$ cat config.mk
export PLATFORM = sky130hd
export DESIGN_NAME = servo_ramp_sequencer_flat
export DESIGN_NICKNAME = d
export VERILOG_FILES = /design/src/rtl/servo_ramp_sequencer_if.sv /design/src/rtl/servo_ramp_sequencer.sv /design/src/flat_wrapper.sv
export SDC_FILE = /design/constraint.sdc
export NUM_CORES = 1
export LEC_CHECK = 0
export CAP_MARGIN = 0
export CORE_ASPECT_RATIO = 0.9
export CORE_MARGIN = 2
export CORE_UTILIZATION = 52
export DETAILED_ROUTE_END_ITERATION = 8
export PLACE_DENSITY = 0.79
export REMOVE_ABC_BUFFERS = 1
export SLEW_MARGIN = 20
export SYNTH_ARGS = -nofsm -noshare
export SYNTH_HDL_FRONTEND = slang
export SYNTH_SLANG_ARGS = --single-unit
$ cat constraint.sdc
create_clock -name wb_clk -period 7.74 [get_ports wb_clk]
set_input_delay 1.161 -clock wb_clk [delete_from_list [all_inputs] [get_ports wb_clk]]
set_output_delay 1.161 -clock wb_clk [all_outputs]
set_load 0.1 [all_outputs]
$ cat src/rtl/servo_ramp_sequencer_if.sv
// -----------------------------------------------------------------------------
// servo_ramp_sequencer_if
// Wishbone classic bus bundle. The sequencer uses one instance as its host
// slave port and a second instance as its master port toward servo_controller.
//
// Handshake: the initiator raises cyc and stb together and holds them, along
// with we/sel/adr/dat_w, until it samples ack=1 on a rising clock edge. It
// drops them on that same edge. The target raises ack for exactly one cycle
// per transfer. Read data on dat_r is only meaningful while ack is high.
//
// Signals:
//   cyc, stb, we : initiator strobes
//   sel[3:0]     : byte selects
//   adr[31:0]    : address
//   dat_w[31:0]  : write data, initiator to target
//   dat_r[31:0]  : read data, target to initiator
//   ack          : target acknowledge
// -----------------------------------------------------------------------------
interface servo_ramp_sequencer_if;
  logic        cyc;
  logic        stb;
  logic        we;
  logic [3:0]  sel;
  logic [31:0] adr;
  logic [31:0] dat_w;
  logic [31:0] dat_r;
  logic        ack;

  modport master (output cyc, stb, we, sel, adr, dat_w, input dat_r, ack);
  modport slave  (input cyc, stb, we, sel, adr, dat_w, output dat_r, ack);
endinterface

$ cat src/rtl/servo_ramp_sequencer.sv
// -----------------------------------------------------------------------------
// servo_ramp_sequencer
// Slew-limited motion sequencer. The host programs TARGET, STEP and INTERVAL
// over the Wishbone slave port. After a go command the block walks the
// servo_controller PWM width register toward TARGET through the Wishbone
// master port, one bounded step per interval.
//
// Ports:
//   wb_clk, wb_rst : clock, synchronous active-high reset
//   wbs            : host slave port (dat_w = wbs_dat_i, dat_r = wbs_dat_o)
//   wbm            : master port to servo_controller (dat_w = wbm_dat_o)
//   busy           : high whenever the FSM is not IDLE
//   done_irq       : level copy of STATUS.done
//   o_dbg_state    : current FSM state encoding
//
// Register map (wbs.adr[4:2]):
//   0 CTRL     bit0 enable, bit1 go (pulse), bit2 abort (pulse)
//   1 TARGET   clamped into [WIDTH_MIN, WIDTH_MAX] on write
//   2 STEP     0 behaves as 1
//   3 INTERVAL idle cycles between a master ack and the next strobe
//   4 STATUS   bit0 busy, bit1 done (W1C), bit2 err (W1C)
//   5 CURRENT  last acknowledged width
// -----------------------------------------------------------------------------
module servo_ramp_sequencer #(
  parameter logic [31:0] PWM_REG_ADDR = 32'h0000_0004,
  parameter logic [31:0] RESET_WIDTH  = 32'd150000,
  parameter logic [31:0] WIDTH_MIN    = 32'd100000,
  parameter logic [31:0] WIDTH_MAX    = 32'd200000,
  parameter int unsigned ACK_TIMEOUT  = 255
) (
  input  logic                          wb_clk,
  input  logic                          wb_rst,
  servo_ramp_sequencer_if.slave         wbs,
  servo_ramp_sequencer_if.master        wbm,
  output logic                          busy,
  output logic                          done_irq,
  output logic [1:0]                    o_dbg_state
);

  localparam int TO_W = $clog2(ACK_TIMEOUT + 1);
  localparam logic [TO_W-1:0] TO_LAST = TO_W'(ACK_TIMEOUT - 1);

  typedef enum logic [1:0] {
    S_IDLE     = 2'd0,
    S_WRITE    = 2'd1,
    S_INTERVAL = 2'd2
  } state_t;

  state_t          r_state;
  state_t          w_state_nxt;

  logic            r_wbs_ack;
  logic [31:0]     r_wbs_dat;
  logic            r_enable;
  logic            r_go;
  logic            r_stop;
  logic            r_done;
  logic            r_err;
  logic [31:0]     r_target;
  logic [31:0]     r_step;
  logic [31:0]     r_interval;
  logic [31:0]     r_current;
  logic [31:0]     r_next;
  logic [31:0]     r_cnt;
  logic [TO_W-1:0] r_to_cnt;

  logic            w_req;
  logic            w_wr;
  logic [2:0]      w_sel;
  logic            w_ctrl_wr;
  logic            w_status_wr;
  logic            w_go_cmd;
  logic            w_abort_cmd;
  logic            w_stop;
  logic            w_busy;
  logic [31:0]     w_rdata;
  logic            w_enter_write;
  logic            w_ack_ok;
  logic            w_set_done;
  logic            w_set_err;
  logic            w_load_cnt;
  logic            w_unused;

  function automatic logic [31:0] f_clamp(input logic [31:0] v);
    if (v < WIDTH_MIN)      f_clamp = WIDTH_MIN;
    else if (v > WIDTH_MAX) f_clamp = WIDTH_MAX;
    else                    f_clamp = v;
  endfunction

  // One step from cur toward tgt, never past tgt. STEP of 0 moves by 1.
  function automatic logic [31:0] f_next(input logic [31:0] tgt,
                                         input logic [31:0] cur,
                                         input logic [31:0] step);
    logic [31:0] eff;
    logic [31:0] diff;
    eff = (step == 32'd0) ? 32'd1 : step;
    if (tgt >= cur) begin
      diff   = tgt - cur;
      f_next = cur + ((diff < eff) ? diff : eff);
    end else begin
      diff   = cur - tgt;
      f_next = cur - ((diff < eff) ? diff : eff);
    end
  endfunction

  // Slave decode. A new request is only taken when ack is low, which
  // gives exactly one ack cycle per transfer.
  assign w_req       = wbs.cyc & wbs.stb & ~r_wbs_ack;
  assign w_wr        = w_req & wbs.we;
  assign w_sel       = wbs.adr[4:2];
  assign w_ctrl_wr   = w_wr && (w_sel == 3'd0);
  assign w_status_wr = w_wr && (w_sel == 3'd4);
  // Abort bit beats go; clearing enable is treated as an abort.
  assign w_abort_cmd = w_ctrl_wr && (wbs.dat_w[2] || !wbs.dat_w[0]);
  assign w_go_cmd    = w_ctrl_wr && wbs.dat_w[1] && !wbs.dat_w[2];
  assign w_stop      = r_stop | w_abort_cmd;
  assign w_busy      = (r_state != S_IDLE);

  always_comb begin
    w_rdata = '0;
    case (w_sel)
      3'd0:    w_rdata = {31'd0, r_enable};
      3'd1:    w_rdata = r_target;
      3'd2:    w_rdata = r_step;
      3'd3:    w_rdata = r_interval;
      3'd4:    w_rdata = {29'd0, r_err, r_done, w_busy};
      3'd5:    w_rdata = r_current;
      default: w_rdata = '0;
    endcase
  end

  always_ff @(posedge wb_clk) begin
    if (wb_rst) begin
      r_wbs_ack  <= 1'b0;
      r_wbs_dat  <= '0;
      r_enable   <= 1'b0;
      r_go       <= 1'b0;
      r_target   <= RESET_WIDTH;
      r_step     <= 32'd1;
      r_interval <= 32'd100000;
    end else begin
      r_wbs_ack <= w_req;
      r_wbs_dat <= w_req ? w_rdata : '0;
      // go acts one cycle after its ack edge so the strobe starts at N+1.
      r_go      <= w_go_cmd;
      if (w_wr) begin
        case (w_sel)
          3'd0:    r_enable   <= wbs.dat_w[0];
          3'd1:    r_target   <= f_clamp(wbs.dat_w);
          3'd2:    r_step     <= wbs.dat_w;
          3'd3:    r_interval <= wbs.dat_w;
          default: ;
        endcase
      end
    end
  end

  always_ff @(posedge wb_clk) begin
    if (wb_rst) r_state <= S_IDLE;
    else        r_state <= w_state_nxt;
  end

  always_comb begin
    w_state_nxt   = r_state;
    w_enter_write = 1'b0;
    w_ack_ok      = 1'b0;
    w_set_done    = 1'b0;
    w_set_err     = 1'b0;
    w_load_cnt    = 1'b0;
    case (r_state)
      S_IDLE: begin
        if (r_go && r_enable) begin
          if (r_target != r_current) begin
            w_state_nxt   = S_WRITE;
            w_enter_write = 1'b1;
          end else begin
            w_set_done = 1'b1;
          end
        end
      end
      S_WRITE: begin
        if (wbm.ack) begin
          w_ack_ok = 1'b1;
          if (w_stop) begin
            w_state_nxt = S_IDLE;
          end else if (r_next == r_target) begin
            w_state_nxt = S_IDLE;
            w_set_done  = 1'b1;
          end else begin
            w_state_nxt = S_INTERVAL;
            w_load_cnt  = 1'b1;
          end
        end else if (r_to_cnt == TO_LAST) begin
          w_state_nxt = S_IDLE;
          w_set_err   = 1'b1;
        end
      end
      S_INTERVAL: begin
        // Leaving at count <= 1 gives max(INTERVAL, 1) idle cycles.
        if (w_stop) begin
          w_state_nxt = S_IDLE;
        end else if (r_cnt <= 32'd1) begin
          w_state_nxt   = S_WRITE;
          w_enter_write = 1'b1;
        end
      end
      default: w_state_nxt = S_IDLE;
    endcase
  end

  always_ff @(posedge wb_clk) begin
    if (wb_rst) begin
      r_current <= RESET_WIDTH;
      r_next    <= '0;
      r_cnt     <= '0;
      r_to_cnt  <= '0;
      r_stop    <= 1'b0;
      r_done    <= 1'b0;
      r_err     <= 1'b0;
    end else begin
      // NEXT is latched on WRITE entry, so a TARGET write landing on the
      // same edge is seen only at the following WRITE entry.
      if (w_enter_write) begin
        r_next   <= f_next(r_target, r_current, r_step);
        r_to_cnt <= '0;
      end else if (r_state == S_WRITE) begin
        r_to_cnt <= r_to_cnt + TO_W'(1);
      end

      if (w_ack_ok) r_current <= r_next;

      if (w_load_cnt)                                r_cnt <= r_interval;
      else if (r_state == S_INTERVAL && r_cnt != 0)  r_cnt <= r_cnt - 32'd1;

      // Abort during WRITE is remembered until the transfer completes.
      if (w_state_nxt == S_IDLE) r_stop <= 1'b0;
      else if (w_abort_cmd)      r_stop <= 1'b1;

      if (w_set_done)                          r_done <= 1'b1;
      else if (w_status_wr && wbs.dat_w[1])    r_done <= 1'b0;

      if (w_set_err)                           r_err <= 1'b1;
      else if (w_status_wr && wbs.dat_w[2])    r_err <= 1'b0;
    end
  end

  assign wbs.ack     = r_wbs_ack;
  assign wbs.dat_r   = r_wbs_dat;
  assign wbm.cyc     = (r_state == S_WRITE);
  assign wbm.stb     = (r_state == S_WRITE);
  assign wbm.we      = (r_state == S_WRITE);
  assign wbm.sel     = 4'hF;
  assign wbm.adr     = PWM_REG_ADDR;
  assign wbm.dat_w   = r_next;
  assign busy        = w_busy;
  assign done_irq    = r_done;
  assign o_dbg_state = r_state;

  assign w_unused = ^{wbs.sel, wbs.adr[31:5], wbs.adr[1:0], wbm.dat_r};

endmodule

$ cat src/flat_wrapper.sv
// flat-port wrapper written by rule: the top's interface ports become plain ports
module servo_ramp_sequencer_flat 
#(
  parameter logic [31:0] PWM_REG_ADDR = 32'h0000_0004,
  parameter logic [31:0] RESET_WIDTH  = 32'd150000,
  parameter logic [31:0] WIDTH_MIN    = 32'd100000,
  parameter logic [31:0] WIDTH_MAX    = 32'd200000,
  parameter int unsigned ACK_TIMEOUT  = 255
)
  (wb_clk, wb_rst, busy, done_irq, o_dbg_state, wbs_cyc, wbs_stb, wbs_we, wbs_sel, wbs_adr, wbs_dat_w, wbs_dat_r, wbs_ack, wbm_cyc, wbm_stb, wbm_we, wbm_sel, wbm_adr, wbm_dat_w, wbm_dat_r, wbm_ack);
  servo_ramp_sequencer_if wbs_i ();
  servo_ramp_sequencer_if wbm_i ();
  input  logic wb_clk;
  input  logic wb_rst;
  output logic busy;
  output logic done_irq;
  output logic [1:0] o_dbg_state;
  input wire logic [$bits(wbs_i.cyc)-1:0] wbs_cyc;
  input wire logic [$bits(wbs_i.stb)-1:0] wbs_stb;
  input wire logic [$bits(wbs_i.we)-1:0] wbs_we;
  input wire logic [$bits(wbs_i.sel)-1:0] wbs_sel;
  input wire logic [$bits(wbs_i.adr)-1:0] wbs_adr;
  input wire logic [$bits(wbs_i.dat_w)-1:0] wbs_dat_w;
  output wire logic [$bits(wbs_i.dat_r)-1:0] wbs_dat_r;
  output wire logic [$bits(wbs_i.ack)-1:0] wbs_ack;
  output wire logic [$bits(wbm_i.cyc)-1:0] wbm_cyc;
  output wire logic [$bits(wbm_i.stb)-1:0] wbm_stb;
  output wire logic [$bits(wbm_i.we)-1:0] wbm_we;
  output wire logic [$bits(wbm_i.sel)-1:0] wbm_sel;
  output wire logic [$bits(wbm_i.adr)-1:0] wbm_adr;
  output wire logic [$bits(wbm_i.dat_w)-1:0] wbm_dat_w;
  input wire logic [$bits(wbm_i.dat_r)-1:0] wbm_dat_r;
  input wire logic [$bits(wbm_i.ack)-1:0] wbm_ack;
  assign wbs_i.cyc = wbs_cyc;
  assign wbs_i.stb = wbs_stb;
  assign wbs_i.we = wbs_we;
  assign wbs_i.sel = wbs_sel;
  assign wbs_i.adr = wbs_adr;
  assign wbs_i.dat_w = wbs_dat_w;
  assign wbs_dat_r = wbs_i.dat_r;
  assign wbs_ack = wbs_i.ack;
  assign wbm_cyc = wbm_i.cyc;
  assign wbm_stb = wbm_i.stb;
  assign wbm_we = wbm_i.we;
  assign wbm_sel = wbm_i.sel;
  assign wbm_adr = wbm_i.adr;
  assign wbm_dat_w = wbm_i.dat_w;
  assign wbm_i.dat_r = wbm_dat_r;
  assign wbm_i.ack = wbm_ack;
  servo_ramp_sequencer #(.PWM_REG_ADDR(PWM_REG_ADDR), .RESET_WIDTH(RESET_WIDTH), .WIDTH_MIN(WIDTH_MIN), .WIDTH_MAX(WIDTH_MAX), .ACK_TIMEOUT(ACK_TIMEOUT)) u_core (.wb_clk(wb_clk), .wb_rst(wb_rst), .wbs(wbs_i), .wbm(wbm_i), .busy(busy), .done_irq(done_irq), .o_dbg_state(o_dbg_state));
endmodule
==> results of run 1 <==
-- worst min-delay path by stage --
stage / start / to / cells past startpoint
6_report: u_core.r_cnt[22] / u_core.r_cnt[22] / 2
3_3_place_gp: u_core.r_cnt[22] / u_core.r_cnt[22] / 2
4_1_cts: u_core.r_cnt[22] / u_core.r_cnt[22] / 2
2_1_floorplan: u_core.r_cnt[22] / u_core.r_cnt[22] / 2
5_1_grt: u_core.r_cnt[22] / u_core.r_cnt[22] / 2
3_5_place_dp: u_core.r_cnt[22] / u_core.r_cnt[22] / 2
-- worst max-delay path: cells and delay by family, from the launching register on --
family          cells  cell delay (ns)
compound gates     17             3.26
simple gates       10             1.81
fa+ha+maj           3             0.80
buf+inv             4             0.64
xor+xnor            3             0.52
flops               1             0.33
mux                 1             0.27
-- through the flow --
stage          instances  setup TNS, ns
2_1_floorplan       2386        -106.86
3_3_place_gp        3375          -3.86
3_5_place_dp        3375          -5.63
4_1_cts             3435              0
5_1_grt             3448          -1.56
6_report            3448              0
-- area by class of cell --
cell class | instances | area (sq um)
clock buffers | 26 | 639
clock inverters | 18 | 256
fillers | 2761 | 10300
inverters | 127 | 479
multi-input cells | 2019 | 13500
flip-flops and latches | 240 | 4810
well taps | 469 | 587
repair buffers | 549 | 4510
-- repair_timing --
item,4_1_cts,5_1_grt
gates resized for setup,79,122
setup buffers,14,13
endpoints found under the setup margin,16,18
pin swaps,46,76
cloned,2,1
-- cells in the final DEF, fill, tap and decap left out, types with 17 or more instances in the layout --
cell type and n:
nor3_1 52, clkbuf_16 25, inv_1 121, and2_1 21, clkdlybuf4s50_1 111, nand3_1 40
a21o_1 67, nor2_1 200, dfxtp_1 234, nand2_1 363, o211ai_1 19, ha_1 146
a21oi_1 308, nor4_1 18, a22oi_1 72, nand2b_1 17, o21ai_0 76, buf_4 420
xor2_1 31, or3_1 19, xnor2_1 104, a211oi_1 20, nor2b_1 23, nand4_1 34
conb_1 36, a21oi_2 20
-- synth_stat cells (5+ instances only) --
cell	instances	area, sq um
a211oi_1	26	195
a21o_1	67	503
a21oi_1	334	1670
a221oi_1	14	123
a22oi_1	72	541
a31oi_1	18	113
a41oi_1	5	43.8
and2_1	23	144
and3_1	16	100
buf_1	13	48.8
buf_4	38	285
clkbuf_1	114	428
dfxtp_1	240	4800
ha_1	161	2010
inv_1	125	469
mux2_2	5	56.3
mux2i_1	18	180
nand2_1	366	1370
nand2b_1	17	106
nand3_1	44	220
nand4_1	34	213
nor2_1	207	777
nor2b_1	24	150
nor3_1	58	290
nor3b_1	6	45.0
nor4_1	21	131
o2111ai_1	7	61.3
o211a_1	7	70.1
o211ai_1	19	143
o21a_1	16	120
o21ai_0	98	490
o21bai_1	16	120
o31a_1	5	43.8
o31ai_1	11	82.6
o41ai_1	9	78.8
or2_2	12	75.1
or3_1	20	125
or4_1	5	37.5
xnor2_1	109	955
xor2_1	33	289
-- cell families (layout without fill, tap and decap cells) --
kind of cell             after synthesis  after routing
AND/OR/NAND/NOR                      879            879
AO/OA/AOI/OAI                        774            774
other                                  2             36
buffers and inverters                294            720
flip-flops                           240            240
multiplexers                          24             24
adder cells (fa/ha/maj)              164            164
XOR/XNOR                             142            142
-- report_power, final --
part,internal (mW),leakage (nW),switching [mW]
logic,0.635,8.35,0.789
clock network,0.800,0.428,0.520
registers,1.24,1.94,0.00624
-- registers in the layout, summed over array words and instances (netlist names), 2 cells and up --
name                flops
u_core.wbs.dat_r       32
u_core.r_interval      32
u_core.o_dbg_state      2
u_core.r_target        32
u_core.r_to_cnt         8
u_core.r_current       32
u_core.r_cnt           32
u_core.wbm.dat_w       32
u_core.r_step          32
-- metal layers --
| metal | vias to the layer above | global-route usage (%) | part of all wire, % |
|---|---|---|---|
| li1 | 9753 | - | - |
| met1 | 9896 | 52.0 | 42 |
| met2 | 1263 | 55.5 | 41 |
| met3 | 211 | 8.05 | 12 |
| met4 | 0 | 15.6 | 4.6 |
| met5 | - | 0 | 0 |
==> results by group, run 1 <==
Timing
  – Clk_skew: about 0.023 ns
  – Max-slew violations: 0
  – Worst Max-Slew Pin Slew: 1.12 ns
  – Relative slew slack: approximately 25%
  – Fin crit share: approximately 100%
  – Final setup vio count: 0
  – Final worst slack: about 0.013 ns
  – Min Tclk post-route: approximately 7.7 ns
  – Final Hold Fails: 0
  – Fmax: approximately 130 MHz
  – Hold slack: around 0.46 ns
  – RSZ-0062 raised after global routing: yes

Floorplan
  – Row count: between 60 and 70
  – Die Ht: approximately 180 um
  – Starting Density: around 53%
  – CORE AREA: about 35,000 sq um
  – DIE AREA: between 30,000 and 40,000 sq um
  – Die Wd: about 200 um
  – Top-Level Pins: around 210

Logic synthesis
  – Largest family of logic cells by synthesized area: compound AO/OA/AOI/OAI gates
  – Gate count after technology mapping: about 2,500
  – Post-Syn Area: 18,600 sq um
  – Synth Register Bits: 240
  – Adder-cell share of the synthesized area: between 10% and 20%
  – Synth Area in Compound Gates: 26.4%
  – Synth unique cells: between 80 and 90
  – Synth Area in Simple Gates: between 20% and 30%
  – Post-synth ARST share: 0%
  – Syn_area_per_cell: 7.37 sq um
  – Most used DFF post-synth: dfxtp_1
  – Multiplexer share of the synthesized area: around 1.3%
  – YS warnings: 0
  – Post-synth EDFFs: 0
  – Seq/Total Area, Yosys: between 20% and 30%
  – Xor/xnor share of the synthesized area: approximately 6.7%

Drt
  – Drt via density: 6.13
  – DRC: 0
  – Post-route ant nets: 0
  – Routed WL per cell: 21.1 um
  – DR iter-0 viols: 2,458
  – Initial DRT Pass Iterations: 7
  – Vias: about 21,000
  – Post-Route WL: around 73,000 um

Outcome
  – Status: finished, final reports clean

Placement
  – Pre-CTS WS: -0.883 ns
  – Port Buffer Count: between 100 and 150
  – DP Wirelength: ~56,000 um
  – Dpl cell area: roughly 23,000 sq um
  – RD Place Congestion: 1.06

Global routing
  – Initial antenna violation count: 0
  – Total GRT Usage: 37.3%
  – Vias in the first global route: roughly 20,000
  – First-pass GRT wire length: approximately 110,000 um
  – GRT overflow: 0
  – Largest net degree at the start of global routing: 70

Worst setup path
  – Crit path DAT: roughly 8 ns
  – Launching element type of the critical path: flop
  – Worst Setup EP: u_core.wbm.dat_w[31]
  – CP endpoint kind: flop
  – Critical path type: reg -> reg
  – Critical path peak fanout: 4
  – Slowest cell on the critical path: or4_4
  – Cell mode on critical path: buf_4
  – Slowest Stage Delay on Critical Path: between 0.4 and 0.5 ns
  – Worst reg2reg endpoint: u_core.wbm.dat_w[31]
  – Reg2reg setup slack: between 0.01 and 0.015 ns
  – Worst r2r src: u_core.r_current[2]
  – Worst r2r path cells: 38
  – CP required: about 8.2 ns
  – Critical path origin: u_core.r_current[2]

Power and ir drop
  – Pwr dens: between 150 and 200 nW/um^2
  – Total power: roughly 4 mW
  – LEAKAGE: ~11 nW
  – Worst VDD drop: around 0.00018 V

Clocking
  – Clock sink count: 240
  – Hold Buf Count CTS: 0
  – CTS tree: built
  – Total clock buffers created by CTS: 24
  – Skew-Pair Late Insertion Delay: ~0.53 ns
  – Reg clk slew, reported paths: 0.06 ns
  – Clock Path Buffers: 3
  – Root buffer cell: clkbuf_16
  – H-tree levels: 1

Run
  – # Max-Cap Violations: 0

Cells and area
  – Fin area: about 25,000 sq um
  – Share of cells above drive strength 1: a little over a fifth
  – Final net count: ~3,200
  – Synth-to-Final Area Change: 33.7%
  – # diodes: 0
  – Final core area utilization: between 70% and 80%

Min path
  – HP Class: reg -> reg
(Power assumes the default switching activity.)
==> run 2, diff against run 1 <==
Settings changed: CORE_ASPECT_RATIO 0.9 to unset, SLEW_MARGIN 20 to unset.
==> run 2 against run 1 <==
The flow now finishes with violations (setup timing). Critical path type unchanged. Design area grew 0.28%. Clock power shrank 5%. Largest cell class unchanged. Power shrank 0.97%. Setup slack lost 0.22 ns. Wire length grew 2.4%. First-iteration DRC count grew 2.9%. Global-route usage grew 0.90 points. Critical endpoint unchanged. Critical path depth grew 1. Combinational power is essentially flat. Highest routed layer unchanged. Largest power group unchanged. Via count grew 2.0%. Sequential share of layout area shrank 0.070 points. Non-clock buffer count grew 36.
==> results by group, run 2 (synthesis gave the netlist of run 1 again) <==
Outcome
  – Status: complete, but fails checks
  – Violated checks: setup timing

Floorplan
  – CORE AREA: 35,400 sq um
  – DIE AREA: 37,200 sq um
  – Die Ht: just under 200 um
  – Die Wd: a little under 200 um
  – Row count: 69
  – Starting Density: between 50% and 60%
  – Top-Level Pins: approximately 210

Clocking
  – CTS tree: built
  – Total clock buffers created by CTS: 23
  – Clock sink count: 240
  – Hold Buf Count CTS: 0
  – Skew-Pair Late Insertion Delay: around 0.52 ns
  – Clock Path Buffers: 3
  – Root buffer cell: clkbuf_16
  – Reg clk slew, reported paths: approximately 0.070 ns
  – H-tree levels: 1

Timing
  – Relative slew slack: 14.5%
  – Final worst slack: -0.208 ns
  – Max-slew violations: 0
  – Hold slack: approximately 0.48 ns
  – Final Hold Fails: 0
  – Final setup vio count: 5
  – Clk_skew: 0.0118 ns
  – Fmax: around 130 MHz
  – Fin crit share: 103%
  – Min Tclk post-route: 7.95 ns
  – RSZ-0062 raised after global routing: yes
  – Worst Max-Slew Pin Slew: 1.28 ns

Cells and area
  – Final core area utilization: 70.3%
  – Most frequent cells in the layout: 458 x buf_4, 362 x nand2_1, 318 x a21oi_1
  – Final net count: ~3,300
  – Share of cells above drive strength 1: between 20% and 30%
  – Synth-to-Final Area Change: 34.1%
  – Commonest non-fill, non-tap cell in the layout: buf_4
  – Fin area: around 25,000 sq um

Drt
  – DR iter-0 viols: around 2,500
  – Routed WL per cell: 21.4 um
  – Drt via density: ~6.2
  – Post-Route WL: roughly 74,000 um
  – DRC: 0
  – Initial DRT Pass Iterations: 8
  – Post-route ant nets: 0
  – Vias: between 20,000 and 25,000

Worst setup path
  – Worst r2r path cells: 39
  – Crit path DAT: ~8.4 ns
  – Worst r2r src: u_core.r_current[2]
  – Critical path peak fanout: 4
  – Launching element type of the critical path: flop
  – Worst reg2reg endpoint: u_core.wbm.dat_w[31]
  – Reg2reg setup slack: -0.21 ns
  – Slowest cell on the critical path: or4_4
  – CP required: approximately 8 ns
  – CP endpoint kind: flop
  – Slowest Stage Delay on Critical Path: roughly 0.44 ns
  – Cell mode on critical path: buf_4
  – Critical path type: reg -> reg

Power and ir drop
  – Worst VDD drop: 0.000176 V
  – Pwr dens: approximately 160 nW/um^2
  – Combinational fraction of design power: roughly 37%
  – Sw Share: approximately a third
  – Net Switching: about 1.3 mW
  – Total power: roughly 3.9 mW
  – Clock share of power: 32.0%
  – Int Power: about 2.6 mW
  – LEAKAGE: between 10 and 15 nW
  – Sequential fraction of design power: 31.5%

Placement
  – Dpl cell area: between 20,000 and 25,000 sq um
  – Port Buffer Count: between 100 and 150
  – DP Wirelength: 56,600 um
  – RD Place Congestion: 1.03

Global routing
  – Initial antenna violation count: 2
  – First-pass GRT wire length: between 100,000 and 150,000 um
  – Total GRT Usage: 38.2%
  – Largest net degree at the start of global routing: between 70 and 80
  – GRT overflow: 0
  – Vias in the first global route: 19,900

Min path
  – Hold path depth: 1
  – HP Class: reg -> reg
  – Hold EP: u_core.wbs.ack
  – Hold_sp: u_core.wbs.ack

Run
  – # Max-Cap Violations: 0
## run 2: changes by cell type in the layout (fill, tap and decap cells not counted), sizes merged
cell      previous run  this run
buf                437       474
bufbuf               1         0
bufinv               6         5
clkbuf              26        31
clkinv               9         3
clkinvlp             5         2
diode                0         1
inv                125       127
## run 2: critical path, delay by kind of cell, from the launching register on
| family | cells | cell delay (ns) |
|---|---|---|
| AO/OA/AOI/OAI | 16 | 3.36 |
| AND/OR/NAND/NOR | 11 | 1.89 |
| adder cells (fa/ha/maj) | 3 | 0.82 |
| buffers and inverters | 5 | 0.78 |
| XOR/XNOR | 3 | 0.41 |
| flip-flops | 1 | 0.34 |
| multiplexers | 1 | 0.27 |
## run 2: cell type report
class                           instances  area (sq um)
Multi-Input combinational cell       2019         13400
Fill cell                            2760         10500
Sequential cell                       240          4810
Timing Repair Buffer                  585          4740
Clock buffer                           31           656
Tap cell                              461           577
Inverter                              127           479
Clock inverter                         10           188
Antenna cell                            1          2.50
## run 2: how the worst max path moves through the flow
stage,slack (ns),cells after the start,end,from
after floorplan,-3.37,36,u_core.wbm.dat_w[31],u_core.r_target[0]
after global placement,-0.89,37,u_core.wbm.dat_w[31],u_core.r_current[1]
after detailed placement,-1.19,36,u_core.wbm.dat_w[31],u_core.r_current[1]
after CTS,0.01,41,u_core.wbm.dat_w[30],u_core.r_target[0]
after global routing,-0.44,37,u_core.wbm.dat_w[31],u_core.r_current[0]
final,-0.21,39,u_core.wbm.dat_w[31],u_core.r_current[2]
## run 2: power by group through the flow
stage          combinational [mW]  clock, mW  sequential, mW
2_1_floorplan               0.699          0            1.28
3_3_place_gp                 1.17          0            1.27
3_5_place_dp                 1.20          0            1.27
4_1_cts                      1.31       1.26            1.24
5_1_grt                      1.53       1.31            1.24
6_report                     1.44       1.26            1.24
## run 2: stage by stage
stage                     setup TNS [ns]  setup WS, ns  cells
after floorplan                  -106.86         -3.37   2386
after global placement             -6.62        -0.889   3390
after detailed placement          -11.45         -1.19   3390
after CTS                              0        0.0130   3454
after global routing               -2.82        -0.440   3473
final                             -0.573        -0.208   3474
## run 2: timing repair
action | in CTS | in global routing
cloned | 2 | 0
pin swaps | 55 | 51
gates resized for setup | 89 | 92
setup endpoints to repair | 20 | 19
buffers inserted | 22 | 19
## run 2: layer usage
metal  GRT usage (%)  wire length (um)
met1            52.2             29700
met2            59.3             31900
met3            7.24              9050
met4            15.3              3750
met5               0                 0
